[src/rtl/glip_channel_mux_pkg.sv]
// Shared header layout and FSM state types
// for the GLIP channel multiplexer.
package glip_channel_mux_pkg;

  localparam int HDR_LEN_LSB = 0;
  localparam int HDR_LEN_W   = 8;
  localparam int HDR_CH_LSB  = 8;
  localparam int HDR_CH_W    = 8;

  typedef enum logic [1:0] {
    TX_IDLE,
    TX_COLLECT,
    TX_HDR,
    TX_DRAIN
  } tx_state_t;

  typedef enum logic [1:0] {
    RX_HDR,
    RX_PAY,
    RX_DROP
  } rx_state_t;

  function automatic logic [15:0] hdr_pack(
    input logic [HDR_CH_W-1:0]  ch,
    input logic [HDR_LEN_W-1:0] len_m1
  );
    logic [15:0] h;
    h = '0;
    h[HDR_CH_LSB +: HDR_CH_W]   = ch;
    h[HDR_LEN_LSB +: HDR_LEN_W] = len_m1;
    return h;
  endfunction

endpackage

[src/rtl/glip_channel_mux_if.sv]
// Host FIFO stream and per-channel streams
// of the GLIP channel multiplexer.
interface glip_channel_mux_if #(
  parameter int WIDTH    = 16,
  parameter int CHANNELS = 4
);
  logic [WIDTH-1:0]          host_rx_data;
  logic                      host_rx_valid;
  logic                      host_rx_ready;
  logic [WIDTH-1:0]          host_tx_data;
  logic                      host_tx_valid;
  logic                      host_tx_ready;
  logic [WIDTH-1:0]          ch_in_data;
  logic [CHANNELS-1:0]       ch_in_valid;
  logic [CHANNELS-1:0]       ch_in_ready;
  logic [CHANNELS*WIDTH-1:0] ch_out_data;
  logic [CHANNELS-1:0]       ch_out_valid;
  logic [CHANNELS-1:0]       ch_out_ready;
  logic                      err_bad_channel;

  modport master (
    input  host_rx_data,
    input  host_rx_valid,
    output host_rx_ready,
    output host_tx_data,
    output host_tx_valid,
    input  host_tx_ready,
    output ch_in_data,
    output ch_in_valid,
    input  ch_in_ready,
    input  ch_out_data,
    input  ch_out_valid,
    output ch_out_ready,
    output err_bad_channel
  );

  modport slave (
    output host_rx_data,
    output host_rx_valid,
    input  host_rx_ready,
    input  host_tx_data,
    input  host_tx_valid,
    output host_tx_ready,
    input  ch_in_data,
    input  ch_in_valid,
    output ch_in_ready,
    output ch_out_data,
    output ch_out_valid,
    input  ch_out_ready,
    input  err_bad_channel
  );
endinterface

[src/rtl/glip_burst_buffer.sv]
// Register-array burst buffer: fill once,
// then read back in order, then clear.
module glip_burst_buffer #(
  parameter int  WIDTH = 16,
  parameter int  DEPTH = 8,
  localparam int CNTW  = $clog2(DEPTH + 1),
  localparam int PTRW  = (DEPTH > 1) ? $clog2(DEPTH) : 1
) (
  input  logic             clk_logic,
  input  logic             rst,
  input  logic             i_clr,
  input  logic             i_wr,
  input  logic [WIDTH-1:0] i_wdata,
  input  logic             i_rd,
  output logic [CNTW-1:0]  o_count,
  output logic [WIDTH-1:0] o_rdata,
  output logic             o_last
);

  logic [WIDTH-1:0] r_mem [DEPTH];
  logic [CNTW-1:0]  r_cnt;
  logic [PTRW-1:0]  r_rptr;
  logic [PTRW-1:0]  w_wptr;

  assign w_wptr = PTRW'(r_cnt);

  always_ff @(posedge clk_logic) begin
    if (i_wr) r_mem[w_wptr] <= i_wdata;
  end

  always_ff @(posedge clk_logic) begin
    if (rst || i_clr) begin
      r_cnt  <= '0;
      r_rptr <= '0;
    end else begin
      if (i_wr) r_cnt  <= r_cnt + CNTW'(1);
      if (i_rd) r_rptr <= r_rptr + PTRW'(1);
    end
  end

  assign o_count = r_cnt;
  assign o_rdata = r_mem[r_rptr];
  assign o_last  = (CNTW'(r_rptr) + CNTW'(1)) == r_cnt;

endmodule

[src/rtl/glip_channel_mux.sv]
// Muxes CHANNELS streams onto one GLIP FIFO
// stream as header+payload packets, and back.
module glip_channel_mux
  import glip_channel_mux_pkg::*;
#(
  parameter int WIDTH     = 16,
  parameter int CHANNELS  = 4,
  parameter int MAX_BURST = 8
) (
  input logic clk_logic,
  input logic rst,
  glip_channel_mux_if.master bus
);

  localparam int CW   = (CHANNELS > 1) ? $clog2(CHANNELS) : 1;
  localparam int CNTW = $clog2(MAX_BURST + 1);

  tx_state_t        r_tx_st, w_tx_nx;
  logic [CW-1:0]    r_tx_ch, r_rr;
  logic [CW-1:0]    w_pick, w_idx;
  logic             w_found, w_tx_go;
  logic             w_src_valid;
  logic [WIDTH-1:0] w_src_data;
  logic [CNTW-1:0]  w_cnt;
  logic [WIDTH-1:0] w_buf_rdata;
  logic             w_buf_last;
  logic             w_buf_wr, w_buf_rd, w_buf_clr;

  // Round-robin scan starting one past the last winner
  always_comb begin
    w_found = 1'b0;
    w_pick  = '0;
    w_idx   = '0;
    for (int i = 1; i <= CHANNELS; i++) begin
      w_idx = CW'((int'(r_rr) + i) % CHANNELS);
      if (!w_found && bus.ch_out_valid[w_idx]) begin
        w_found = 1'b1;
        w_pick  = w_idx;
      end
    end
  end

  assign w_src_valid = bus.ch_out_valid[r_tx_ch];
  assign w_src_data  =
    bus.ch_out_data[r_tx_ch*WIDTH +: WIDTH];

  glip_burst_buffer #(
    .WIDTH (WIDTH),
    .DEPTH (MAX_BURST)
  ) u_buf (
    .clk_logic (clk_logic),
    .rst       (rst),
    .i_clr     (w_buf_clr),
    .i_wr      (w_buf_wr),
    .i_wdata   (w_src_data),
    .i_rd      (w_buf_rd),
    .o_count   (w_cnt),
    .o_rdata   (w_buf_rdata),
    .o_last    (w_buf_last)
  );

  always_comb begin
    w_tx_nx           = r_tx_st;
    w_tx_go           = 1'b0;
    w_buf_wr          = 1'b0;
    w_buf_rd          = 1'b0;
    w_buf_clr         = 1'b0;
    bus.ch_out_ready  = '0;
    bus.host_tx_valid = 1'b0;
    bus.host_tx_data  = '0;
    unique case (r_tx_st)
      TX_IDLE: begin
        if (w_found) begin
          w_tx_go = 1'b1;
          w_tx_nx = TX_COLLECT;
        end
      end
      TX_COLLECT: begin
        bus.ch_out_ready[r_tx_ch] = 1'b1;
        w_buf_wr = w_src_valid;
        if (w_src_valid &&
            w_cnt == CNTW'(MAX_BURST - 1))
          w_tx_nx = TX_HDR;
        else if (!w_src_valid && w_cnt != '0)
          w_tx_nx = TX_HDR;
      end
      TX_HDR: begin
        bus.host_tx_valid = 1'b1;
        bus.host_tx_data  = WIDTH'(hdr_pack(
          8'(r_tx_ch), 8'(w_cnt - CNTW'(1))));
        if (bus.host_tx_ready) w_tx_nx = TX_DRAIN;
      end
      TX_DRAIN: begin
        bus.host_tx_valid = 1'b1;
        bus.host_tx_data  = w_buf_rdata;
        if (bus.host_tx_ready) begin
          w_buf_rd = 1'b1;
          if (w_buf_last) begin
            w_buf_clr = 1'b1;
            w_tx_nx   = TX_IDLE;
          end
        end
      end
      default: w_tx_nx = TX_IDLE;
    endcase
  end

  always_ff @(posedge clk_logic) begin
    if (rst) begin
      r_tx_st <= TX_IDLE;
      r_tx_ch <= '0;
      r_rr    <= CW'(CHANNELS - 1);
    end else begin
      r_tx_st <= w_tx_nx;
      if (w_tx_go)   r_tx_ch <= w_pick;
      if (w_buf_clr) r_rr    <= r_tx_ch;
    end
  end

  rx_state_t     r_rx_st, w_rx_nx;
  logic [7:0]    r_rx_ch, r_rx_left;
  logic          r_err;
  logic [7:0]    w_hdr_ch, w_hdr_len;
  logic          w_ch_ok, w_rx_fire;
  logic [CW-1:0] w_rx_sel;

  assign w_hdr_ch  =
    bus.host_rx_data[HDR_CH_LSB +: HDR_CH_W];
  assign w_hdr_len =
    bus.host_rx_data[HDR_LEN_LSB +: HDR_LEN_W];
  assign w_ch_ok   = int'(w_hdr_ch) < CHANNELS;
  assign w_rx_sel  = r_rx_ch[CW-1:0];
  assign w_rx_fire =
    bus.host_rx_valid && bus.host_rx_ready;

  always_comb begin
    w_rx_nx           = r_rx_st;
    bus.host_rx_ready = 1'b0;
    bus.ch_in_valid   = '0;
    bus.ch_in_data    = '0;
    unique case (r_rx_st)
      RX_HDR: begin
        bus.host_rx_ready = 1'b1;
        if (bus.host_rx_valid)
          w_rx_nx = w_ch_ok ? RX_PAY : RX_DROP;
      end
      RX_PAY: begin
        bus.ch_in_valid[w_rx_sel] = bus.host_rx_valid;
        bus.ch_in_data    = bus.host_rx_data;
        bus.host_rx_ready = bus.ch_in_ready[w_rx_sel];
        if (bus.host_rx_valid &&
            bus.ch_in_ready[w_rx_sel] &&
            r_rx_left == '0)
          w_rx_nx = RX_HDR;
      end
      RX_DROP: begin
        bus.host_rx_ready = 1'b1;
        if (bus.host_rx_valid && r_rx_left == '0)
          w_rx_nx = RX_HDR;
      end
      default: w_rx_nx = RX_HDR;
    endcase
    // Nothing is accepted or offered while held in reset
    if (rst) begin
      bus.host_rx_ready = 1'b0;
      bus.ch_in_valid   = '0;
    end
  end

  always_ff @(posedge clk_logic) begin
    if (rst) begin
      r_rx_st   <= RX_HDR;
      r_rx_ch   <= '0;
      r_rx_left <= '0;
      r_err     <= 1'b0;
    end else begin
      r_rx_st <= w_rx_nx;
      r_err   <= 1'b0;
      if (w_rx_fire) begin
        if (r_rx_st == RX_HDR) begin
          r_rx_ch   <= w_hdr_ch;
          r_rx_left <= w_hdr_len;
          r_err     <= !w_ch_ok;
        end else begin
          r_rx_left <= r_rx_left - 8'd1;
        end
      end
    end
  end

  assign bus.err_bad_channel = r_err;

endmodule

[src/flat_wrapper.sv]
// flat-port wrapper written by rule: the top's interface ports become plain ports
module glip_channel_mux_flat import glip_channel_mux_pkg::*;
#(
  parameter int WIDTH     = 16,
  parameter int CHANNELS  = 4,
  parameter int MAX_BURST = 8
)
  (clk_logic, rst, bus_host_rx_data, bus_host_rx_valid, bus_host_rx_ready, bus_host_tx_data, bus_host_tx_valid, bus_host_tx_ready, bus_ch_in_data, bus_ch_in_valid, bus_ch_in_ready, bus_ch_out_data, bus_ch_out_valid, bus_ch_out_ready, bus_err_bad_channel);
  glip_channel_mux_if #(.WIDTH(WIDTH), .CHANNELS(CHANNELS)) bus_i ();
  input logic clk_logic;
  input logic rst;
  input wire logic [$bits(bus_i.host_rx_data)-1:0] bus_host_rx_data;
  input wire logic [$bits(bus_i.host_rx_valid)-1:0] bus_host_rx_valid;
  output wire logic [$bits(bus_i.host_rx_ready)-1:0] bus_host_rx_ready;
  output wire logic [$bits(bus_i.host_tx_data)-1:0] bus_host_tx_data;
  output wire logic [$bits(bus_i.host_tx_valid)-1:0] bus_host_tx_valid;
  input wire logic [$bits(bus_i.host_tx_ready)-1:0] bus_host_tx_ready;
  output wire logic [$bits(bus_i.ch_in_data)-1:0] bus_ch_in_data;
  output wire logic [$bits(bus_i.ch_in_valid)-1:0] bus_ch_in_valid;
  input wire logic [$bits(bus_i.ch_in_ready)-1:0] bus_ch_in_ready;
  input wire logic [$bits(bus_i.ch_out_data)-1:0] bus_ch_out_data;
  input wire logic [$bits(bus_i.ch_out_valid)-1:0] bus_ch_out_valid;
  output wire logic [$bits(bus_i.ch_out_ready)-1:0] bus_ch_out_ready;
  output wire logic [$bits(bus_i.err_bad_channel)-1:0] bus_err_bad_channel;
  assign bus_i.host_rx_data = bus_host_rx_data;
  assign bus_i.host_rx_valid = bus_host_rx_valid;
  assign bus_host_rx_ready = bus_i.host_rx_ready;
  assign bus_host_tx_data = bus_i.host_tx_data;
  assign bus_host_tx_valid = bus_i.host_tx_valid;
  assign bus_i.host_tx_ready = bus_host_tx_ready;
  assign bus_ch_in_data = bus_i.ch_in_data;
  assign bus_ch_in_valid = bus_i.ch_in_valid;
  assign bus_i.ch_in_ready = bus_ch_in_ready;
  assign bus_i.ch_out_data = bus_ch_out_data;
  assign bus_i.ch_out_valid = bus_ch_out_valid;
  assign bus_ch_out_ready = bus_i.ch_out_ready;
  assign bus_err_bad_channel = bus_i.err_bad_channel;
  glip_channel_mux #(.WIDTH(WIDTH), .CHANNELS(CHANNELS), .MAX_BURST(MAX_BURST)) u_core (.clk_logic(clk_logic), .rst(rst), .bus(bus_i));
endmodule
[config.mk]
export PLATFORM = sky130hd
export DESIGN_NAME = glip_channel_mux_flat
export DESIGN_NICKNAME = d
export VERILOG_FILES = /design/src/rtl/glip_channel_mux_pkg.sv /design/src/rtl/glip_channel_mux_if.sv /design/src/rtl/glip_burst_buffer.sv /design/src/rtl/glip_channel_mux.sv /design/src/flat_wrapper.sv
export SDC_FILE = /design/constraint.sdc
export NUM_CORES = 1
export LEC_CHECK = 0
export CORE_UTILIZATION = 50
export CTS_BUF_LIST = sky130_fd_sc_hd__clkbuf_8
export DETAILED_ROUTE_END_ITERATION = 7
export PLACE_DENSITY = 0.84
export SLEW_MARGIN = 10
export SYNTH_ARGS = -nofsm -noshare
export SYNTH_HDL_FRONTEND = slang
export SYNTH_HIERARCHICAL = 1
export SYNTH_SLANG_ARGS = --single-unit
[constraint.sdc]
create_clock -name clk_logic -period 7.9 [get_ports clk_logic]
set_input_delay 1.185 -clock clk_logic [delete_from_list [all_inputs] [get_ports clk_logic]]
set_output_delay 1.185 -clock clk_logic [all_outputs]
set_load 0.005 [all_outputs]
==> results of run 1 <==
## sequential cells by signal, indices dropped and copies added, names as in the netlist, named ones only
signal	count
u_core/r_tx_st	2
u_core/u_buf/o_count	4
u_core/bus.err_bad_channel	1
u_core/u_buf/r_rptr	3
u_core/r_tx_ch	2
u_core/r_rx_ch	2
u_core/r_rx_st	2
u_core/r_rx_left	8
u_core/u_buf/r_mem	128
u_core/r_rr	2
## worst max path at each step
stage	from	end	slack (ps)	depth (start not counted)
after floorplan	bus_ch_out_valid[2]	u_core/u_buf/r_mem[1][0]	4570	4
after global placement	rst	bus_ch_in_valid[3]	3320	5
after detailed placement	rst	bus_ch_in_valid[3]	3290	5
after CTS	rst	bus_ch_in_valid[3]	3270	5
after global routing	rst	bus_ch_in_valid[3]	3150	5
final	rst	bus_ch_in_valid[3]	3270	5
## Yosys cell counts, drive strengths merged, types with 2 or more instances
cell type / count
or2: 3
mux4: 50
nand4: 7
a211o: 4
xnor2: 4
edfxtp: 128
or3: 2
o31ai: 5
nand2b: 6
and3: 23
nor2: 31
nor4: 5
nor3: 9
nand3b: 4
mux2i: 8
a21oi: 14
and3b: 2
ha: 12
and2: 8
xor2: 4
a21o: 4
clkbuf: 18
o211ai: 5
nand3: 3
o21ai: 10
buf: 12
a22oi: 2
nor2b: 5
dfxtp: 29
inv: 15
mux2: 16
nor3b: 4
nand2: 19
a221oi: 2
a22o: 2
## worst max-delay path, stage by stage
cell and delay, ps:
clkdlybuf4s50_1 740, nand2b_1 520, nor3_1 290, and3_1 200, clkdlybuf4s50_1 500
## metrics by stage
step	std cells	area, sq um	util	hold slack (ps)	power, mW
after global routing	814	9390	0.643	509	2.13
after global placement	782	8990	0.616	464	1.45
after CTS	814	9390	0.643	476	2.05
after detailed placement	782	8990	0.616	463	1.47
final	814	9390	0.643	480	2.05
after floorplan	491	7520	-	447	1.28
## where the power goes
| part | internal, mW | switching [mW] | total (mW) |
|---|---|---|---|
| clock | 0.306 | 0.284 | 0.589 |
| sequential | 0.984 | 0.0493 | 1.03 |
| combinational | 0.221 | 0.202 | 0.423 |
| total | 1.51 | 0.535 | 2.05 |
## routing by layer
| layer | up-vias | wire length [um] | part of all wire | GRT usage |
|---|---|---|---|---|
| li1 | 2225 | - | - | - |
| met1 | 2413 | 6900 | 0.41 | 0.272 |
| met2 | 212 | 8780 | 0.52 | 0.400 |
| met3 | 17 | 1150 | 0.067 | 0.0571 |
| met4 | 0 | 174 | 0.010 | 0.0780 |
| met5 | - | 0 | 0 | 0 |
## cell type report
type	instances	area, sq um
clock buffer	17	234
clock inverter	15	158
fill	1006	5200
inverter	15	56.3
multi-input combinational	289	2920
sequential	157	4430
tap	184	230
timing repair buffer	137	1360
## cell families (layout without fill, tap and decap cells)
| logic type | Yosys count | in the layout | synth area share |
|---|---|---|---|
| flops | 157 | 157 | 0.589 |
| xor+xnor | 8 | 8 | 0.00932 |
| fa+ha+maj | 12 | 12 | 0.0200 |
| simple gates | 133 | 133 | 0.0955 |
| mux | 74 | 74 | 0.197 |
| compound gates | 62 | 62 | 0.0614 |
| buf+inv | 45 | 184 | 0.0283 |
==> results.toml, run 1 <==
[logic_synthesis]
synthDistinctLibCells = 62
yosys_warnings = 6
syn_nets = 595
ys_seq_elements = 157
yosysTopAreaCellShare = 0.511
synthArstFlopShare = 0
yosysTopAreaCell = "edfxtp_1"
synthCells = 491
synthesis.area_sq_um = 7520
ys_seq_area_frac = 0.589
synth.area.top_cells = "edfxtp_1, mux4_1, dfxtp_1, mux4_2, mux2_2"
syn_avg_cell_area_sq_um = 15.3
ys.flop_type = "edfxtp_1"
synth_edf_count = 128

[worst_setup_path]
r2r-start = "u_core/r_tx_ch[0]"
crit_path_start_kind = "input pin"
critPathMaxFanout = 17
r2r_setup_slack_ps = 4850
setup.worst_path.end_class = "output port"
cp_data_required_time_ps = 6710
path_class = "in2out"
r2r-end = "u_core/u_buf/r_mem[7][10]"
worstPathArrival_ps = 3450
r2r_cells = 4

[drt]
drt_pass1_iterations = 5
drtAntennaViolNets = 0
drc = 0
wire_per_inst_um = 20.9
viasPerCell = 5.98
vias = 4867
wl_mm = 17.0
drt_iter0_markers = 354

[sta]
slew-limit-headroom = 0.269
min_period_ps = 4630
finClkSkew_ps = 8.95
rsz0062_at_grt = "no"
drv_slew = 0
finalHoldViolations = 0
min_period_over_period = 0.586
tns_ps = 0
fin_ws_ps = 3270
tightest_slew_ps = 1100
setup_viol = 0
max_clock_freq_ghz = 0.216

[floorplan]
start_util = 0.515
die-height_um = 125
die_area_sq_um = 15500
die_x_um = 125
core-area_sq_um = 14600
num_rows = 44
ioPinCount = 135

[clock_tree]
cts_hold_buf = 0
clkSinkCount = 157
path_clk_slew_ps = 80
clk_path_buf_depth = 2
htreeDepth = 4
cts_resized = 0
clock_latency_ps = 450
cts_tree = "built"
postCtsSetupBuffers = 0
cts_buffers = 17
cts_root_buf = "clkbuf_8"

[placement]
io_buffers = 134
hpwl_mm = 11.2
place_congestion = 0.840
dp_worst_setup_slack_ps = 3290

[cells_and_area]
layout_common_cells = "clkdlybuf4s50_1, edfxtp_1, dfxtp_1"
final_layout_size_suffix_gt1_frac = 0.143
finalNetCount = 721
antennaDiodeCount = 0
area_growth_pct = 24.9
final_common_cell = "clkdlybuf4s50_1"

[global_routing]
grt_antenna_before_repair = 0
grt_max_degree = 33
grt_pass1_vias = 5124
grt_pass1_wl_mm = 26.9
gr-total-overflow = 0
grt_usage = 0.228

[run]
drv_cap = 0

[power]
powerDensity_nw_per_um2 = 218
power_leakage_nw = 3.20
ir_drop_mv = 0.104

[status]
outcome = "finished clean"

[min_path]
whs_path_depth = 2
hp-class = "reg2reg"
min_from = "u_core/r_rx_left[7]"
min_to = "u_core/r_rx_left[7]"
(Power assumes the default switching activity.)
==> run 2: changes to the inputs <==
--- a/config.mk
+++ b/config.mk
@@ -5,10 +5,10 @@
 export SDC_FILE = /design/constraint.sdc
 export NUM_CORES = 1
 export LEC_CHECK = 0
-export CORE_UTILIZATION = 50
+export CORE_UTILIZATION = 49
 export CTS_BUF_LIST = sky130_fd_sc_hd__clkbuf_8
 export DETAILED_ROUTE_END_ITERATION = 7
-export PLACE_DENSITY = 0.84
+export PLACE_DENSITY = 0.85
 export SLEW_MARGIN = 10
 export SYNTH_ARGS = -nofsm -noshare
 export SYNTH_HDL_FRONTEND = slang
==> constraint.sdc (replaced) <==
create_clock -name clk_logic -period 4.2 [get_ports clk_logic]
set_input_delay 0.63 -clock clk_logic [delete_from_list [all_inputs] [get_ports clk_logic]]
set_output_delay 0.63 -clock clk_logic [all_outputs]
set_load 0.005 [all_outputs]
==> run 2 against run 1 <==
Sequential power is 83% higher. Clock skew is 2.0 ps higher. Via count is 2.0% higher. Critical endpoint is now bus_host_tx_data[2]. Largest cell class unchanged.
==> results.toml, run 2 (synthesized netlist as in run 1, its figures left out) <==
[status]
outcome = "finished clean"

[cells_and_area]
top_register = "u_core/u_buf/r_mem"
area_growth_pct = 25.5
instances_no_fill = 826
largest_reg_flops = 128
postLayoutCoreUtil = 0.640
final_common_cell = "clkdlybuf4s50_1"
finalNetCount = 733
antennaDiodeCount = 0
layout_common_cells = "clkdlybuf4s50_1, edfxtp_1, nor2_1, dfxtp_1"
final_layout_size_suffix_gt1_frac = 0.156

[clock_tree]
clock_latency_ps = 450
postCtsSetupBuffers = 0
cts_hold_buf = 0
clk_path_buf_depth = 2
cts_resized = 0
htreeDepth = 4
cts_root_buf = "clkbuf_8"
path_clk_slew_ps = 90
clkSinkCount = 157
cts_buffers = 17
cts_tree = "built"

[worst_setup_path]
r2r_setup_slack_ps = 1660
r2r-end = "u_core/u_buf/r_mem[5][5]"
r2r-start = "u_core/r_tx_st[1]"
worstPathArrival_ps = 2880
setup.worst_path.end_class = "output port"
critPathMaxFanout = 22
path_class = "reg2out"
crit_path_start_kind = "flop"
cp_data_required_time_ps = 3570
r2r_cells = 6

[floorplan]
die_area_sq_um = 15800
die_x_um = 126
core-area_sq_um = 14800
num_rows = 44
start_util = 0.509
ioPinCount = 135
die-height_um = 126

[drt]
drt_iter0_markers = 437
drtAntennaViolNets = 0
viasPerCell = 6.01
drc = 0
wl_mm = 17.7
vias = 4965
drt_pass1_iterations = 5
wire_per_inst_um = 21.4

[power]
total_power_mw = 3.83
power_leakage_nw = 3.26
powerDensity_nw_per_um2 = 406
ir_drop_mv = 0.192

[global_routing]
grt_pass1_vias = 4951
grt_pass1_wl_mm = 27.1
gr-total-overflow = 0
grt_max_degree = 33
grt_antenna_before_repair = 0
grt_usage = 0.232

[sta]
finalHoldViolations = 0
tightest_slew_ps = 947
rsz0062_at_grt = "no"
finClkSkew_ps = 11.0
drv_slew = 0
max_clock_freq_ghz = 0.285
slew-limit-headroom = 0.367
setup_viol = 0
tns_ps = 0
min_period_over_period = 0.836
min_period_ps = 3510
fin_ws_ps = 691

[placement]
hpwl_mm = 12.2
dp_cells = 794
io_buffers = 134
place_congestion = 0.811
dp_worst_setup_slack_ps = 917

[min_path]
whs_path_depth = 2
min_from = "u_core/r_rx_left[7]"
hp-class = "reg2reg"
min_to = "u_core/r_rx_left[7]"

[run]
drv_cap = 0
-- run 2: cell count changes in the layout (fill, tap and decap cells not counted), sizes merged --
cell | previous run | this run
buf | 3 | 15
bufinv | 3 | 1
clkinv | 4 | 3
inv | 20 | 24
clkinvlp | 3 | 2
-- run 2: through the flow --
stage	instance area [sq um]	hold WS, ps
5_1_grt	9440	524
3_5_place_dp	9050	462
6_report	9440	509
4_1_cts	9440	510
3_3_place_gp	9050	468
2_1_floorplan	7520	447
-- run 2: where the power goes --
group	switching (mW)	total, mW	internal [mW]
combinational	0.434	0.861	0.427
sequential	0.0464	1.89	1.85
clock	0.592	1.08	0.486
-- run 2: layout make-up --
| cell class | instances | area (sq um) |
|---|---|---|
| Tap cell | 184 | 230 |
| Inverter | 15 | 56.3 |
| Timing Repair Buffer | 149 | 1450 |
| Clock inverter | 15 | 146 |
| Multi-Input combinational cell | 289 | 2890 |
| Fill cell | 1026 | 5320 |
| Sequential cell | 157 | 4420 |
| Clock buffer | 17 | 234 |
-- run 2: worst max path at each step --
stage | from | end | slack [ps] | cells past startpoint
finish | flop | bus_host_tx_data[2] | 690 | 6
global route | flop | bus_host_tx_data[0] | 490 | 6
CTS | flop | bus_host_tx_data[2] | 650 | 6
detailed placement | bus_ch_out_valid[1] | u_core/u_buf/r_mem[5][8] | 920 | 6
global placement | rst | bus_ch_in_valid[3] | 980 | 6
floorplan | bus_ch_out_valid[2] | u_core/u_buf/r_mem[1][0] | 1420 | 4
-- run 2: worst max-delay path, cell delays in order, from the launching register on --
cell	delay, ps
dfxtp_1	680
buf_4	400
mux4_1	360
mux2_2	290
nand2_1	80
o21ai_0	150
clkdlybuf4s50_1	470
-- run 2: layer usage --
| metal | vias to the layer above | part of all wire | track usage |
|---|---|---|---|
| met3 | 23 | 0.076 | 0.0459 |
| li1 | 2246 | - | - |
| met5 | - | 0 | 0 |
| met2 | 257 | 0.50 | 0.394 |
| met4 | 0 | 0.017 | 0.0780 |
| met1 | 2439 | 0.41 | 0.301 |
